`config.mk`:
```
export PLATFORM = sky130hd
export DESIGN_NAME = reservoir_level_ctrl
export DESIGN_NICKNAME = d
export VERILOG_FILES = /design/src/rtl/reservoir_level_ctrl.sv
export SDC_FILE = /design/constraint.sdc
export NUM_CORES = 1
export LEC_CHECK = 0
export CAP_MARGIN = 20
export CORE_AREA = 2 2 39 41
export CTS_CLUSTER_DIAMETER = 80
export DETAILED_ROUTE_END_ITERATION = 10
export DIE_AREA = 0 0 41 43
export HOLD_SLACK_MARGIN = 0.1
export PLACE_DENSITY = 0.42
export RECOVER_POWER = 25
export SYNTH_ARGS = -nofsm -noshare
export SYNTH_HDL_FRONTEND = slang
export SYNTH_SLANG_ARGS = --single-unit
```
`constraint.sdc`:
```
create_clock -name clk -period 2.7 [get_ports clk]
set_clock_uncertainty 0.2 [all_clocks]
set_input_delay 0.405 -clock clk [delete_from_list [all_inputs] [get_ports clk]]
set_output_delay 0.405 -clock clk [all_outputs]
set_load 0.05 [all_outputs]
```
`src/rtl/reservoir_level_ctrl.sv`:
```
`default_nettype none
// ============================================================================
// Module   : reservoir_level_ctrl
// Brief    : Debounced thermometer-sensor level decoder driving nominal flow
//            valves (fr) and a supplemental falling-level valve (dfr).
//            Optional macro RESERVOIR_FAULT_EN enables invalid-pattern fault
//            detection with level hold.
// Revision : 1.0 - initial release
// ============================================================================
module reservoir_level_ctrl #(
    parameter int LEVELS   = 3,
    parameter int DEBOUNCE = 1,
    localparam int LW      = $clog2(LEVELS + 1)
) (
    input  logic              clk,
    input  logic              reset,
    input  logic [LEVELS-1:0] s,
    output logic [LEVELS-1:0] fr,
    output logic              dfr,
    output logic [LW-1:0]     level,
    output logic              fault
);

    localparam logic [7:0]    c_DEB_MAX = 8'(DEBOUNCE);
    localparam logic [LW-1:0] c_TOP     = LW'(LEVELS);

    logic [LEVELS-1:0] r_cand;
    logic [7:0]        r_cnt;
    logic [LW-1:0]     r_level;
    logic              r_dfr;

    logic [LW-1:0]     w_dec;
    logic [7:0]        w_cnt_next;
    logic              w_accept;

    // Highest covered sensor gives the level; for thermometer codes this is exact.
    always_comb begin
        w_dec = '0;
        for (int i = 0; i < LEVELS; i++) begin
            if (s[i]) w_dec = LW'(i + 1);
        end
    end

`ifdef RESERVOIR_FAULT_EN
    logic [LEVELS-1:0] w_inc;
    logic              w_valid;
    logic              r_fault;

    // A thermometer code plus one has no bits in common with itself.
    always_comb begin
        w_inc   = s + LEVELS'(1);
        w_valid = ((w_inc & s) == '0);
    end

    assign fault = r_fault;
`else
    assign fault = 1'b0;
`endif

    always_comb begin
        w_cnt_next = 8'd1;
        if ((s == r_cand) && (r_cnt != 8'd0)) begin
            w_cnt_next = (r_cnt >= c_DEB_MAX) ? c_DEB_MAX : r_cnt + 8'd1;
        end
`ifdef RESERVOIR_FAULT_EN
        if (!w_valid) w_cnt_next = 8'd0;
`endif
        w_accept = (w_cnt_next == c_DEB_MAX);
    end

    always_ff @(posedge clk) begin
        if (reset) begin
            r_cand  <= '0;
            r_cnt   <= 8'd0;
            r_level <= '0;
            r_dfr   <= 1'b1;
`ifdef RESERVOIR_FAULT_EN
            r_fault <= 1'b0;
`endif
        end else begin
            r_cand <= s;
            r_cnt  <= w_cnt_next;
`ifdef RESERVOIR_FAULT_EN
            r_fault <= ~w_valid;
`endif
            if (w_accept) begin
                if (w_dec > r_level) begin
                    r_level <= w_dec;
                    r_dfr   <= 1'b0;
                end else if (w_dec < r_level) begin
                    r_level <= w_dec;
                    r_dfr   <= 1'b1;
                end
            end
        end
    end

    // Empty and full reservoirs force dfr regardless of direction history.
    always_comb begin
        if (r_level == '0)        dfr = 1'b1;
        else if (r_level == c_TOP) dfr = 1'b0;
        else                      dfr = r_dfr;
    end

    always_comb begin
        fr = '0;
        for (int i = 0; i < LEVELS; i++) begin
            fr[i] = (i < (LEVELS - int'(r_level)));
        end
    end

    assign level = r_level;

endmodule
`default_nettype wire

```
# ---- Word level (Yosys, flattened, before mapping)
# Index checks and enable logic that the tools add are counted.
# Widths: inputs -> output; s select.
dict set report classes {
  n_div 0
  magnitude_cmp 6
  n_eq_ne 3
  n_bitwise 0
  n_reduce_logical 5
  shift 0
  n_addsub 2
  mux 11
  mul 0
}
# op n
set ops {}
lappend ops {{$mux 8} 2}
lappend ops {{$add 8x1->8 const B} 1}
lappend ops {{$eq 8x1->1 const B} 1}
lappend ops {{$ge 8x1->1 const B} 1}
lappend ops {{$mux 2} 4}
lappend ops {{$reduce_bool 8->1} 1}
lappend ops {{$mux 1} 5}
lappend ops {{$eq 3x3->1} 1}
lappend ops {{$lt 1x3->1 const A} 1}
lappend ops {{$lt 2x3->1 const A} 1}
lappend ops {{$lt 3x3->1 const A} 1}
lappend ops {{$sub 2x2->3 const A} 1}
lappend ops {{$eq 2x2->1 const B} 1}
lappend ops {{$gt 2x2->1} 1}
lappend ops {{$logic_not 2->1} 1}
lappend ops {{$lt 2x2->1} 1}
lappend ops {{$reduce_and 2->1} 1}
lappend ops {{$reduce_bool 2->1} 1}
lappend ops {{$logic_and 1x1->1} 1}
dict set report word_totals {
  latchBits 0
  romBits 0
  memories 0
  ff_bits 14
  out_inout_bits 7
  ramBits 0
  wordCells 31
}

# ---- Logic depth before layout (Yosys ltp)
# Gate-level depths: netlist (run 1).
dict set report logic_depth {
  word_depth 6
  ltp_mapped 6
  depth_no_buf 6
}

# ---- Least setup slack after synthesis (run 1)
# OpenSTA, ideal clock, no wires.
dict set report synth_path {
  path_kind {flip-flop to output port}
  from {reg r_level[1] (netlist: level[1])}
  to {out dfr}
  path_stages_with_launch 3
  arrival_ps 1709
  setup_slack_ps 386
  path_cell_list {dfxtp_1 inv_1 maj3_1}
}
dict set report synth_via {
  elab_chain_len 3
  word_cells_on_any_way 4
  classes_between {eq/ne (1); mux (2); reduce/logical (1)}
}
# element line_no
set synth_lines {}
lappend synth_lines {{from (decl)} 29} ;# logic [LW-1:0] r_level;
lappend synth_lines {{from (signal assigned)} 88} ;# r_level <= w_dec;
lappend synth_lines {{from (signal assigned)} 91} ;# r_level <= w_dec;
lappend synth_lines {{$eq 2x2->1} 101} ;# else if (r_level == c_TOP) dfr = 1'b0;
lappend synth_lines {{$mux 1} 101}
lappend synth_lines {{$mux 1 (*)} 100} ;# if (r_level == '0) dfr = 1'b1;
lappend synth_lines {{to (decl)} 19} ;# output logic dfr,
# Mark *: on every way between the ends. The rest lies on a longest branch, timed or not.

# ---- Final worst setup path (run 1)
dict set report layout_path {
  from {reg r_level[0] (netlist: level[0])}
  to {out dfr}
}
# Same word-level chain as after synthesis.

==> results of run 1 <==
[metrics by stage]
step	area [um^2]	std cells	hold slack [ps]
global route	367	53	285
finish	367	53	262
floorplan	234	24	242
CTS	373	53	264
global placement	347	49	261
detailed placement	347	49	261
[path summary, 6_finish.rpt]
check             end     start  depth (start not counted)  slack (ps)
min             r_dfr     r_dfr                          1         260
min reg2reg     r_dfr     r_dfr                          1         260
max               dfr  level[0]                          3         310
max reg2reg  level[0]  level[1]                          5        1010
[synth_stat cells (all sizes together)]
master / count
inv: 4
a21oi: 3
dfxtp: 3
a311oi: 2
ha: 2
a211o: 1
a221oi: 1
and2: 1
buf: 1
conb: 1
maj3: 1
nand2: 1
nand2b: 1
nor2: 1
or2: 1
[cell families after synthesis]
logic type / after synthesis
AOI/OAI and AO/OA: 7
other: 1
adders and majority gates: 3
and+or+nand+nor: 5
DFF: 3
buffers and inverters: 5
[area by class of cell]
type | count | share of cell area
multi-input cells | 16 | 0.396
repair buffers | 10 | 0.273
flip-flops and latches | 3 | 0.164
clock buffers | 4 | 0.0717
well taps | 16 | 0.0546
inverters | 4 | 0.0410
[state kept, by name (all words and copies together) (netlist names)]
register and count:
level 2, r_dfr 1
[power by group]
| group | leakage, nW | internal (mW) | switching, mW | total, mW |
|---|---|---|---|---|
| combinational | 0.107 | 0.0442 | 0.0713 | 0.115 |
| clock | 0.0150 | 0.0554 | 0.0234 | 0.0788 |
| sequential | 0.0252 | 0.0509 | 0.00538 | 0.0562 |
| total | 0.148 | 0.150 | 0.100 | 0.251 |
[per-layer routing]
metal | wire length (um) | up-vias | part of all wire
met5 | 0 | - | 0
met4 | 0 | 0 | 0
met3 | 62 | 0 | 0.13
met2 | 214 | 14 | 0.45
met1 | 202 | 88 | 0.42
li1 | - | 109 | -
==> results.cfg, run 1 <==
[yosys]
syn_area_um2 = 234
ys_ff_latch = 3
ys_warn_count = 0
synth_top_family_by_area = compound AO/OA/AOI/OAI gates
synthSimpleGateAreaFrac = 0.166
synthXorXnorAreaFrac = 0
synthCells = 24
syn_nets = 31
synth_top_area_cell = dfxtp_1
synth_mux_area_frac = 0
synth_fa_ha_area_frac = 0.150
synth_cell_type_count = 16
yosysSeqAreaShare = 0.257
syn_area_per_cell_um2 = 9.75
synth_area_leaders = dfxtp_1 26%, a311oi_2 13%, ha_1 11%
yosysTopAreaCellShare = 0.257
synth_compound_area_frac = 0.316

[sta]
fin_crit_ps = 2390
relSlewSlack = 0.668
hold_viol = 0
worst_pin_slew_ps = 496
fin_crit_sh = 0.884
maxSlewViolCount = 0
setup-violations-final = 0
tns_ps = 0
rsz0062_at_grt = false
fin_ws_ps = 315
fmax_ghz = 0.419

[clock_tree]
cts_tree = yes
cts_resized = 0
cts_max_level = 1
ctsLongestPathBuffers = 2
clk_pin_slew_worst_paths_ps = 40
post_cts_buffers = 0
clockRootBuffer = clkbuf_4
cts_buffers = 3
cts_hold_buf = 0
cts.sinks = 3
clkLatencyLatePin_ps = 230

[worst_setup_path]
arrival_ps = 1780
crit_slowest_cell = clkdlybuf4s50_1
worst_setup_path_end_kind = output pin
critPathKind = reg -> out
critPathLaunchType = flop
path_cells = inv_1 > maj3_1 > clkdlybuf4s50_1
critPathRequiredTime_ps = 2100
worst-path-buf-inv = 2
cp_top_family = buffers and inverters
max_stage_delay_ps = 710
crit_fanout = 5

[finish]
syn_to_final_growth_pct = 56.7
num_antenna_cells = 0
final_util = 0.265
drive_gt1_frac = 0.270
multi_input_area_um2 = 145
final_common_cell = clkdlybuf4s50_1
layout_common_cells = 9 x clkdlybuf4s50_1, 4 x inv_1, 3 x clkbuf_4, 3 x dfxtp_1
final_nets = 45
seqCellArea_um2 = 60.1
fillCellCount = 156

[grt]
grt_pass1_vias = 207
grt_busiest_layer = met2
grt_use_met2 = 0.109
grt_util_met1 = 0.0767
grt_max_degree = 6
grtUsageMet3 = 0.0628
grtUsageTotal = 0.0772
grt_pass1_wl_um = 855
antenna_found_initial = 0
overflow = 0

[placement]
io_buffer_count = 10
pre_cts_slack_ps = 446
place.gp.congestion = 0.654
dp_hpwl_um = 390

[drt]
wl_per_cell_um = 9.06
drt_iter0_markers = 1
drtAntennaViolNets = 0
drt-pass1-iter-count = 2
drt_wl_total_um = 480
vias_per_cell = 3.98
drc = 0
via_count = 211

[flow_run]
drv_cap = 0

[hold_path]
hold_class = reg -> reg

[power_and_ir_drop]
p_leak_nw = 0.148
p_per_area_mw_per_mm2 = 683
total_power_mw = 0.251
ir_drop_uv = 135

[floorplanning]
start_util = 0.169
io_pins = 12
design.core.area_mm2 = 0.00138
dieArea_mm2 = 0.00176
die_h_um = 43
num_rows = 14
die_w_um = 41

[run_status]
status = complete, no violations
No activity file was read; power rests on OpenSTA's default activity.
==> inputs of run 2 (changes only) <==
--- a/constraint.sdc
+++ b/constraint.sdc
@@ -4,2 +4,2 @@
 set_output_delay 0.405 -clock clk [all_outputs]
-set_load 0.05 [all_outputs]
+set_load 0.1 [all_outputs]
==> results.cfg, run 2 (synthesized netlist as in run 1, its figures left out) <==
[placement]
place.gp.congestion = 0.635
dp.cells = 49
dp_hpwl_um = 453
io_buffer_count = 10

[finish]
syn_to_final_growth_pct = 52.4
stdcell_count = 53
layout_common_cells = 4 x clkdlybuf4s50_1, 4 x buf_4, 3 x inv_1, 3 x clkbuf_4, 3 x clkbuf_1
num_antenna_cells = 0
drive_gt1_frac = 0.486
largest_register_ffs = 2
final_nets = 45

[worst_setup_path]
critPathRequiredTime_ps = 2100
worst_setup_path_end_kind = output pin
endpoint = fr[0]
crit_fanout = 5
arrival_ps = 1510
critPathKind = reg -> out
rrSetupSlack_ps = 1040
r2r_start = level[1]
critPathLaunchType = flop
r2r-end = r_dfr
rr_worst_depth = 4
worstSetupStartpoint = level[0]

[floorplanning]
dieArea_mm2 = 0.00176
die_h_um = 43
start_util = 0.169
io_pins = 12
die_w_um = 41
num_rows = 14
design.core.area_mm2 = 0.00138

[drt]
drt_wl_total_um = 537
drt-pass1-iter-count = 1
vias_per_cell = 4.02
via_count = 213
drc = 0
wl_per_cell_um = 10.1
drt_iter0_markers = 0
drtAntennaViolNets = 0

[power_and_ir_drop]
ir_drop_uv = 119
switching_power_mw = 0.153
p_leak_nw = 0.144
power_frac_comb = 0.539
seq_power_share = 0.194
swShare = 0.512
p_per_area_mw_per_mm2 = 839
clock_power_share = 0.267
intPower_mw = 0.146

[grt]
grt_max_degree = 6
grt_pass1_vias = 218
grt_pass1_wl_um = 834
antenna_found_initial = 0
grtUsageTotal = 0.0751
overflow = 0

[sta]
fin_crit_sh = 0.782
maxSlewViolCount = 0
setup-violations-final = 0
fmax_ghz = 0.473
worst_pin_slew_ps = 1170
rsz0062_at_grt = false
relSlewSlack = 0.225
hold_viol = 0
fin_crit_ps = 2110
tns_ps = 0

[clock_tree]
clkLatencyLatePin_ps = 230
cts_buffers = 3
cts_tree = yes
ctsLongestPathBuffers = 2
cts_hold_buf = 0
clockRootBuffer = clkbuf_4
post_cts_buffers = 0
cts_resized = 0
cts.sinks = 3
clk_pin_slew_worst_paths_ps = 40
cts_max_level = 1

[flow_run]
drv_cap = 0

[run_status]
status = complete, no violations

[hold_path]
hold_class = reg -> reg
==> run 2: cell type report <==
class,instances,area (um^2)
Multi-Input combinational cell,16,153
Inverter,4,18.8
Tap cell,16,20.0
Sequential cell,3,61.3
Timing Repair Buffer,10,77.6
Fill cell,158,1030
Clock buffer,4,26.3
==> run 2: stage by stage <==
stage	cell area, um^2	hold WS, ps	utilization	worst slack (ps)	total power, mW
after floorplan	240	246	-	10.4	0.192
after global placement	338	264	0.244	444	0.222
after detailed placement	338	279	0.244	427	0.224
after CTS	364	287	0.263	680	0.308
after global routing	357	313	0.258	534	0.313
final	357	280	0.258	588	0.299
==> run 2: power by group through the flow <==
stage / clock network [mW] / logic [mW] / registers [mW]
after floorplan: 0 / 0.107 / 0.0852
after CTS: 0.0851 / 0.165 / 0.0581
after global routing: 0.0856 / 0.169 / 0.0590
after global placement: 0 / 0.164 / 0.0585
final: 0.0798 / 0.161 / 0.0579
after detailed placement: 0 / 0.165 / 0.0588
==> run 2: worst max-delay path: stages, from the launching register on <==
cell      delay [ps]
dfxtp_1          340
nand2_1           70
clkbuf_1         860
==> run 2: per-layer routing <==
metal / vias to the layer above / wire, um / track usage
li1: 107 / - / -
met1: 95 / 201 / 0.0732
met2: 11 / 264 / 0.116
met3: 0 / 71 / 0.0157
met4: 0 / 0 / 0.0800
met5: - / 0 / 0
==> run 2: worst min path at each step <==
stage / from / cells past startpoint / endpoint / slack [ps]
3_3_place_gp: r_dfr / 1 / r_dfr / 260
6_report: r_dfr / 1 / r_dfr / 280
4_1_cts: r_dfr / 1 / r_dfr / 290
5_1_grt: r_dfr / 1 / r_dfr / 310
3_5_place_dp: r_dfr / 1 / r_dfr / 280
2_1_floorplan: r_dfr / 1 / r_dfr / 250
==> inputs of run 3 (changes only) <==
- PLACE_DENSITY: 0.42 -> 0.43
- clock period: 2.7 -> 1.8 ns (I/O delays scaled with it)
==> results.cfg, run 3 (synthesized netlist as in run 1, its figures left out) <==
[run_status]
status = complete, no violations

[flow_run]
drv_cap = 0

[clock_tree]
cts_max_level = 1
cts.sinks = 3
cts_hold_buf = 0
ctsLongestPathBuffers = 2
cts_tree = yes
clk_pin_slew_worst_paths_ps = 40
cts_buffers = 3
clkLatencyLatePin_ps = 230
clockRootBuffer = clkbuf_4

[drt]
drt-pass1-iter-count = 2
drt_iter0_markers = 1
vias_per_cell = 3.92
drc = 0
drt_wl_total_um = 594
via_count = 239
wl_per_cell_um = 9.74
drtAntennaViolNets = 0

[floorplanning]
start_util = 0.169
die_w_um = 41
design.core.area_mm2 = 0.00138
die_h_um = 43
num_rows = 14
dieArea_mm2 = 0.00176
io_pins = 12

[grt]
antenna_found_initial = 0
grt_pass1_wl_um = 972
overflow = 0
grt_max_degree = 6
grt_pass1_vias = 257
grtUsageTotal = 0.0832

[finish]
largest_register_ffs = 2
num_antenna_cells = 0
final_common_cell = buf_4
layout_common_cells = 8 x buf_4, 5 x buf_12, 3 x inv_1, 3 x clkbuf_4
finalInstanceArea_um2 = 510
drive_gt1_frac = 0.733
stdcell_count = 61
final_nets = 53
syn_to_final_growth_pct = 118

[power_and_ir_drop]
p_leak_nw = 0.226
p_per_area_mw_per_mm2 = 1040
ir_drop_uv = 225

[sta]
hold_viol = 0
setup-violations-final = 0
fin_crit_sh = 0.948
hold_slack_ps = 275
rsz0062_at_grt = false
relSlewSlack = 0.641
maxSlewViolCount = 0
fin_crit_ps = 1710
worst_pin_slew_ps = 540
fmax_ghz = 0.586

[worst_setup_path]
critPathLaunchType = flop
arrival_ps = 1240
critPathKind = reg -> out
worst_setup_path_end_kind = output pin
critPathRequiredTime_ps = 1330
crit_fanout = 5

[placement]
dp.cells = 53
io_buffer_count = 10
place_area_um2 = 463
place.gp.congestion = 0.689

[hold_path]
hold_class = reg -> reg
run 3: cell count changes in the layout (fill, tap and decap cells not counted), moves of 2 or more:
cell,change
buf_4,+4
clkdlybuf4s50_1,-2
buf_12,+5
clkbuf_1,-2
run 3: per-stage QoR:
step / total power, mW / utilization / setup TNS, ps / setup slack [ps]
6_report: 0.531 / 0.369 / 0 / 94.1
2_1_floorplan: 0.295 / - / -2580 / -501
3_3_place_gp: 0.404 / 0.335 / -626 / -248
4_1_cts: 0.550 / 0.375 / 0 / 9.19
3_5_place_dp: 0.407 / 0.335 / -693 / -264
5_1_grt: 0.560 / 0.369 / 0 / 47.8
run 3: path summary, 6_finish.rpt:
| path | endpoint | start | cells past startpoint | slack [ps] |
|---|---|---|---|---|
| max | dfr | level[0] | 3 | 90 |
| min | r_dfr | r_dfr | 1 | 280 |
| max reg2reg | level[0] | level[1] | 6 | 170 |
| min reg2reg | r_dfr | r_dfr | 1 | 280 |
run 3: layout make-up:
class                           count  area [um^2]
Fill cell                         143          873
Timing Repair Buffer               18          206
Multi-Input combinational cell     16          174
Sequential cell                     3         65.1
Clock buffer                        4         26.3
Tap cell                           16         20.0
Inverter                            4         18.8
run 3: critical path, stage by stage, from the launching register on:
cell and delay [ps]:
dfxtp_2 400, inv_1 90, maj3_2 340, buf_12 170
run 3: per-layer routing:
metal / global-route usage / part of all wire
met3: 0.0157 / 0.034
met1: 0.0639 / 0.34
met2: 0.159 / 0.62
met5: 0 / 0
met4: 0.0600 / 0
run 3: power breakdown:
| group | switching [mW] | internal, mW | total (mW) |
|---|---|---|---|
| registers | 0.0138 | 0.0777 | 0.0915 |
| logic | 0.198 | 0.124 | 0.321 |
| clock network | 0.0349 | 0.0831 | 0.118 |
| total | 0.246 | 0.284 | 0.531 |
run 3: what timing repair did:
action | CTS | global route
gates cloned | 0 | 0
endpoints found under the setup margin | 2 | 2
hold endpoints to repair | 0 | 0
setup buffers | 4 | 0
pin swaps | 3 | 1
gates resized for setup | 2 | 2
==> patch 1 (config.mk and constraints of run 2) <==
Build with the macro `RESERVOIR_FAULT_EN` defined.
--- a/src/rtl/reservoir_level_ctrl.sv
+++ b/src/rtl/reservoir_level_ctrl.sv
@@ -7,6 +7,8 @@
 //            detection with level hold.
 // Revision : 1.0 - initial release
 // ============================================================================
+`define RESERVOIR_FAULT_EN
+
 module reservoir_level_ctrl #(
     parameter int LEVELS   = 3,
     parameter int DEBOUNCE = 1,
Check against the original RTL: not equivalent (Yosys sat finds a counterexample within 4 cycles, from zero or initial values and one cycle with reset high).
==> patch 1 against run 2 <==
  * Wire length rose by 13%
  * Count of clock-buffer cells in the layout fell by 1
  * Non-clock buffer count rose by 1
  * Register-to-register slack got worse by 40 ps
  * Sequential cell count rose by 1
  * Synthesized area rose by 18%
  * Total power fell by 3.6%
  * Worst setup slack got worse by 14 ps
  * Cell area rose by 16%
  * Critical path type is now input port to flop
==> patch 1: results (changes against run 2) <==
set qor(fillers) 154 ;# was 158
set qor(total_leakage_power_nw) 0.190 ;# was 0.144 nW
set qor(vias_per_cell) 4.32 ;# was 4.02
set qor(ff2ff_path_depth) 5 ;# was 4
set qor(leading_post_synthesis_cells_by_instance_count) {6 x sky130_fd_sc_hd__inv_1, 4 x sky130_fd_sc_hd__dfxtp_1, 3 x sky130_fd_sc_hd__nand2_1, 3 x sky130_fd_sc_hd__nor2_1} ;# was 4 x sky130_fd_sc_hd__inv_1, 3 x sky130_fd_sc_hd__dfxtp_1, 2 x sky130_fd_sc_hd__a21oi_1, 2 x sky130_fd_sc_hd__a311oi_2, 2 x sky130_fd_sc_hd__ha_1
set qor(detail_route.wirelength.met1_um) 269 ;# was 201 um
set qor(slew_headroom) 0.227 ;# was 0.225
set qor(remaining_drc_errors) 0 ;# unchanged
set qor(synth_ff_type) {sky130_fd_sc_hd__dfxtp_1} ;# unchanged
set qor(grt_pass1_vias) 254 ;# was 218
set qor(hpwlAfterDp_um) 511 ;# was 453 um
set qor(worst_r2r_endpoint) {level[1]} ;# was r_dfr
set qor(net_count_after_synthesis) 40 ;# was 31
set qor(yosys-top-cells-area) {sky130_fd_sc_hd__dfxtp_1 29%, sky130_fd_sc_hd__ha_1 9.0%, sky130_fd_sc_hd__inv_1 8.1%} ;# was sky130_fd_sc_hd__dfxtp_1 26%, sky130_fd_sc_hd__a311oi_2 13%, sky130_fd_sc_hd__ha_1 11%
set qor(worstHoldEndpoint) {r_dfr} ;# unchanged
set qor(ctsLongestPathBuffers) 2 ;# unchanged
set qor(gp_congestion) 0.765 ;# was 0.635
set qor(initialDrtViolationCount) 7 ;# was 0
set qor(drt_wl_total_um) 609 ;# was 537 um
set qor(port_buffers) 11 ;# was 10
set qor(status) {completed} ;# unchanged
set qor(ctsResizeCount) 0 ;# unchanged
set qor(cts.reportedPaths.clkPinSlew_ps) 40 ;# about the same
set qor(number_of_distinct_library_cells_after_synthesis) 18 ;# was 16
set qor(yosysSeqAreaShare) 0.290 ;# was 0.257
set qor(critical_path_arrival_ps) 2040 ;# was 1510 ps
set qor(worst_ir_drop_vdd_uv) 141 ;# was 119 uV
set qor(finish.net_count) 56 ;# was 45
set qor(drt_pass1_iterations) 2 ;# was 1
set qor(post_route_cells_drive_above_1_share) 0.298 ;# was 0.486
set qor(worstSkewPairLatency_ps) 230 ;# about the same
set qor(met3WireLength_um) 46 ;# was 71 um
set qor(met2_length_um) 292 ;# was 264 um
set qor(antenna-diode-count) 0 ;# unchanged
set qor(antenna_found_initial) 0 ;# unchanged
set qor(top_layer) {met3} ;# unchanged
set qor(globalRouteTotalUtil) 0.0893 ;# was 0.0751
set qor(postSynth.asyncResetShare) 0 ;# unchanged
set qor(regToRegSetupSlack_ps) 1000 ;# was 1040 ps
set qor(grt_pass1_wl_um) 993 ;# was 834 um
set qor(post-cts-setup-buffers) 0 ;# unchanged
patch 1: cell types whose count changed after synthesis, sizes merged, moves of 2 or more:
cell | before | now
nand2 | 1 | 3
o211a | 0 | 2
inv | 4 | 6
a311oi | 2 | 0
nor2 | 1 | 3
patch 1: critical path: stages:
cell,delay (ps)
sky130_fd_sc_hd__dlygate4sd3_1,590
sky130_fd_sc_hd__inv_1,90
sky130_fd_sc_hd__nand2_1,80
sky130_fd_sc_hd__ha_1,300
sky130_fd_sc_hd__nand2_1,120
sky130_fd_sc_hd__o211a_1,250
sky130_fd_sc_hd__o221a_1,210
patch 1: routing by layer:
metal | up-vias | GRT usage
met3 | 0 | 0.0157
met5 | - | 0
met2 | 13 | 0.119
met1 | 115 | 0.106
li1 | 144 | -
met4 | 0 | 0.100
patch 1: worst max-delay path by stage:
stage / from / to / slack, ps
after floorplan: level[0] / fr[2] / 10
after global placement: s[2] / level[1] / 400
after detailed placement: s[2] / level[1] / 390
after CTS: s[2] / level[1] / 630
after global routing: s[1] / level[1] / 490
final: s[1] / level[1] / 570
patch 1: report_power, final:
part	switching, W	internal, W
registers	0.00000675	0.0000662
clock network	0.0000230	0.0000496
logic	0.000106	0.0000368
total	0.000136	0.000153
patch 1: cell type report:
| cell class | instances | area (um2) | area share |
|---|---|---|---|
| Clock buffer | 3 | 22.5 | 0.0544 |
| Tap cell | 16 | 20.0 | 0.0483 |
| Timing Repair Buffer | 11 | 88.8 | 0.215 |
| Inverter | 6 | 26.3 | 0.0634 |
| Multi-Input combinational cell | 23 | 175 | 0.423 |
| Sequential cell | 4 | 81.3 | 0.196 |
patch 1: kinds of logic (layout without fill, tap and decap cells):
group	after synthesis	after routing	share of synthesized area
adder cells (fa/ha/maj)	3	3	0.127
buffers and inverters	6	20	0.0814
flip-flops	4	4	0.290
XOR/XNOR	1	1	0.0317
AND/OR/NAND/NOR	11	11	0.226
AO/OA/AOI/OAI	8	8	0.244
patch 1: stage by stage:
stage	hold slack [ps]	util	area (um2)	setup slack, ps	cells
3_5_place_dp	295	0.286	395	393	60
4_1_cts	303	0.302	418	635	63
5_1_grt	327	0.299	414	493	63
6_report	304	0.299	414	574	63
3_3_place_gp	304	0.286	395	402	60
2_1_floorplan	268	-	283	14.4	33
==> patch 2 (flow settings as in run 2) <==
Without the edit above. Reset style: asynchronous (`reset`), changed in one clocked block.
--- a/src/rtl/reservoir_level_ctrl.sv
+++ b/src/rtl/reservoir_level_ctrl.sv
@@ -68,7 +68,7 @@
         w_accept = (w_cnt_next == c_DEB_MAX);
     end
 
-    always_ff @(posedge clk) begin
+    always_ff @(posedge clk or posedge reset) begin
         if (reset) begin
             r_cand  <= '0;
             r_cnt   <= 8'd0;
Function: differs if reset is asserted again (counterexample within 4 cycles, from zero or initial values and one cycle with reset high); with reset held inactive, the same outputs for 10 cycles.
==> patch 2 against run 2 <==
  * Cell area down 3.9%
  * Sequential cell count unchanged
  * Wire length down 12%
  * Worst setup slack better by 51 ps
  * Synthesized area down 10%
  * Global-route usage up 0.12 points
  * Critical endpoint is now level[1]
Power is left out: the tool's default activity adds up to more than one toggle a clock period on the data nets, which glitch-free logic cannot reach.
==> patch 2: results (changes against run 2) <==
set qor(timing.critical_path.slowest_stage_cell) {sky130_fd_sc_hd__clkdlybuf4s50_1} ;# was sky130_fd_sc_hd__clkbuf_1
set qor(grt_use_met3) 0.0314 ;# was 0.0157
set qor(yosys-top-cells-area) {sky130_fd_sc_hd__dfrtp_1 24%, sky130_fd_sc_hd__dfstp_2 13%, sky130_fd_sc_hd__ha_1 12%} ;# was sky130_fd_sc_hd__dfxtp_1 26%, sky130_fd_sc_hd__a311oi_2 13%, sky130_fd_sc_hd__ha_1 11%
set qor(multi_input_area_um2) 111 ;# was 153 um2
set qor(layout.clock.cell_area_share) 0.0766 ;# was 0.0737
set qor(path_max_fanout) 3 ;# was 5
set qor(multi_input_cells) 15 ;# was 16
set qor(critical_path_arrival_ps) 1970 ;# was 1510 ps
set qor(leading_post_synthesis_cells_by_instance_count) {5 x sky130_fd_sc_hd__inv_1, 2 x sky130_fd_sc_hd__dfrtp_1, 2 x sky130_fd_sc_hd__ha_1, 2 x sky130_fd_sc_hd__nand2_1} ;# was 4 x sky130_fd_sc_hd__inv_1, 3 x sky130_fd_sc_hd__dfxtp_1, 2 x sky130_fd_sc_hd__a21oi_1, 2 x sky130_fd_sc_hd__a311oi_2, 2 x sky130_fd_sc_hd__ha_1
set qor(met2_length_um) 276 ;# was 264 um
set qor(seq_area_um2) 77.6 ;# was 61.3 um2
set qor(place_worst_setup_slack_ps) 407 ;# was 427 ps
set qor(worstHoldPathType) {input port to async pin} ;# was flop to flop
set qor(use_met1) 0.0481 ;# was 0.0732
set qor(synthAdderAreaFrac) 0.167 ;# was 0.150
set qor(grtUsageMet2) 0.134 ;# was 0.116
set qor(yosys-mux-area-fraction) 0.101 ;# was 0
set qor(number_of_distinct_library_cells_after_synthesis) 17 ;# was 16
set qor(status) {completed} ;# unchanged
set qor(yosysSeqAreaShare) 0.363 ;# was 0.257
set qor(detailed_place.area_um2) 317 ;# was 338 um2
set qor(detail_route.wirelength.met1_um) 142 ;# was 201 um
set qor(grt_pass1_wl_um) 828 ;# was 834 um
set qor(fillers) 155 ;# was 158
set qor(initialDrtViolationCount) 1 ;# was 0
set qor(nonclk_inv_count) 5 ;# was 4
set qor(drt_pass1_iterations) 4 ;# was 1
set qor(drt_wl_total_um) 470 ;# was 537 um
set qor(top_layer) {met4} ;# was met3
set qor(post_route_cells_drive_above_1_share) 0.432 ;# was 0.486
set qor(globalRouteTotalUtil) 0.0762 ;# was 0.0751
set qor(vias_per_cell) 3.77 ;# was 4.02
set qor(non_clock_buffer_area_share) 0.248 ;# was 0.218
set qor(synth_compound_gate_area_share) 0.0893 ;# was 0.316
set qor(postSynth.asyncResetShare) 1.00 ;# was 0
set qor(grt_pass1_vias) 222 ;# was 218
==> patch 2: changes by cell type in the layout (fill, tap and decap cells not counted), moves of 2 or more <==
cell | run 2 | this run
sky130_fd_sc_hd__a311oi_2 | 2 | 0
sky130_fd_sc_hd__buf_4 | 4 | 6
sky130_fd_sc_hd__clkbuf_1 | 3 | 1
sky130_fd_sc_hd__dfxtp_1 | 2 | 0
==> patch 2: final timing paths <==
kind	startpoint	endpoint	slack (ps)	depth (start not counted)
worst max-delay path	s[2]	level[1]	640	6
min in group clk	r_dfr	r_dfr	330	2
max in group asynchronous	reset	r_dfr	1820	2
worst min register to register	r_dfr	r_dfr	330	2
worst min-delay path	reset	level[0]	280	2
worst max register to register	level[1]	level[1]	960	5
==> patch 2: worst max-delay path, delay by kind of cell <==
kind	cells	cell delay, ps
compound gates	1	150
fa+ha+maj	1	320
buf+inv	1	410
mux	1	350
simple gates	2	330
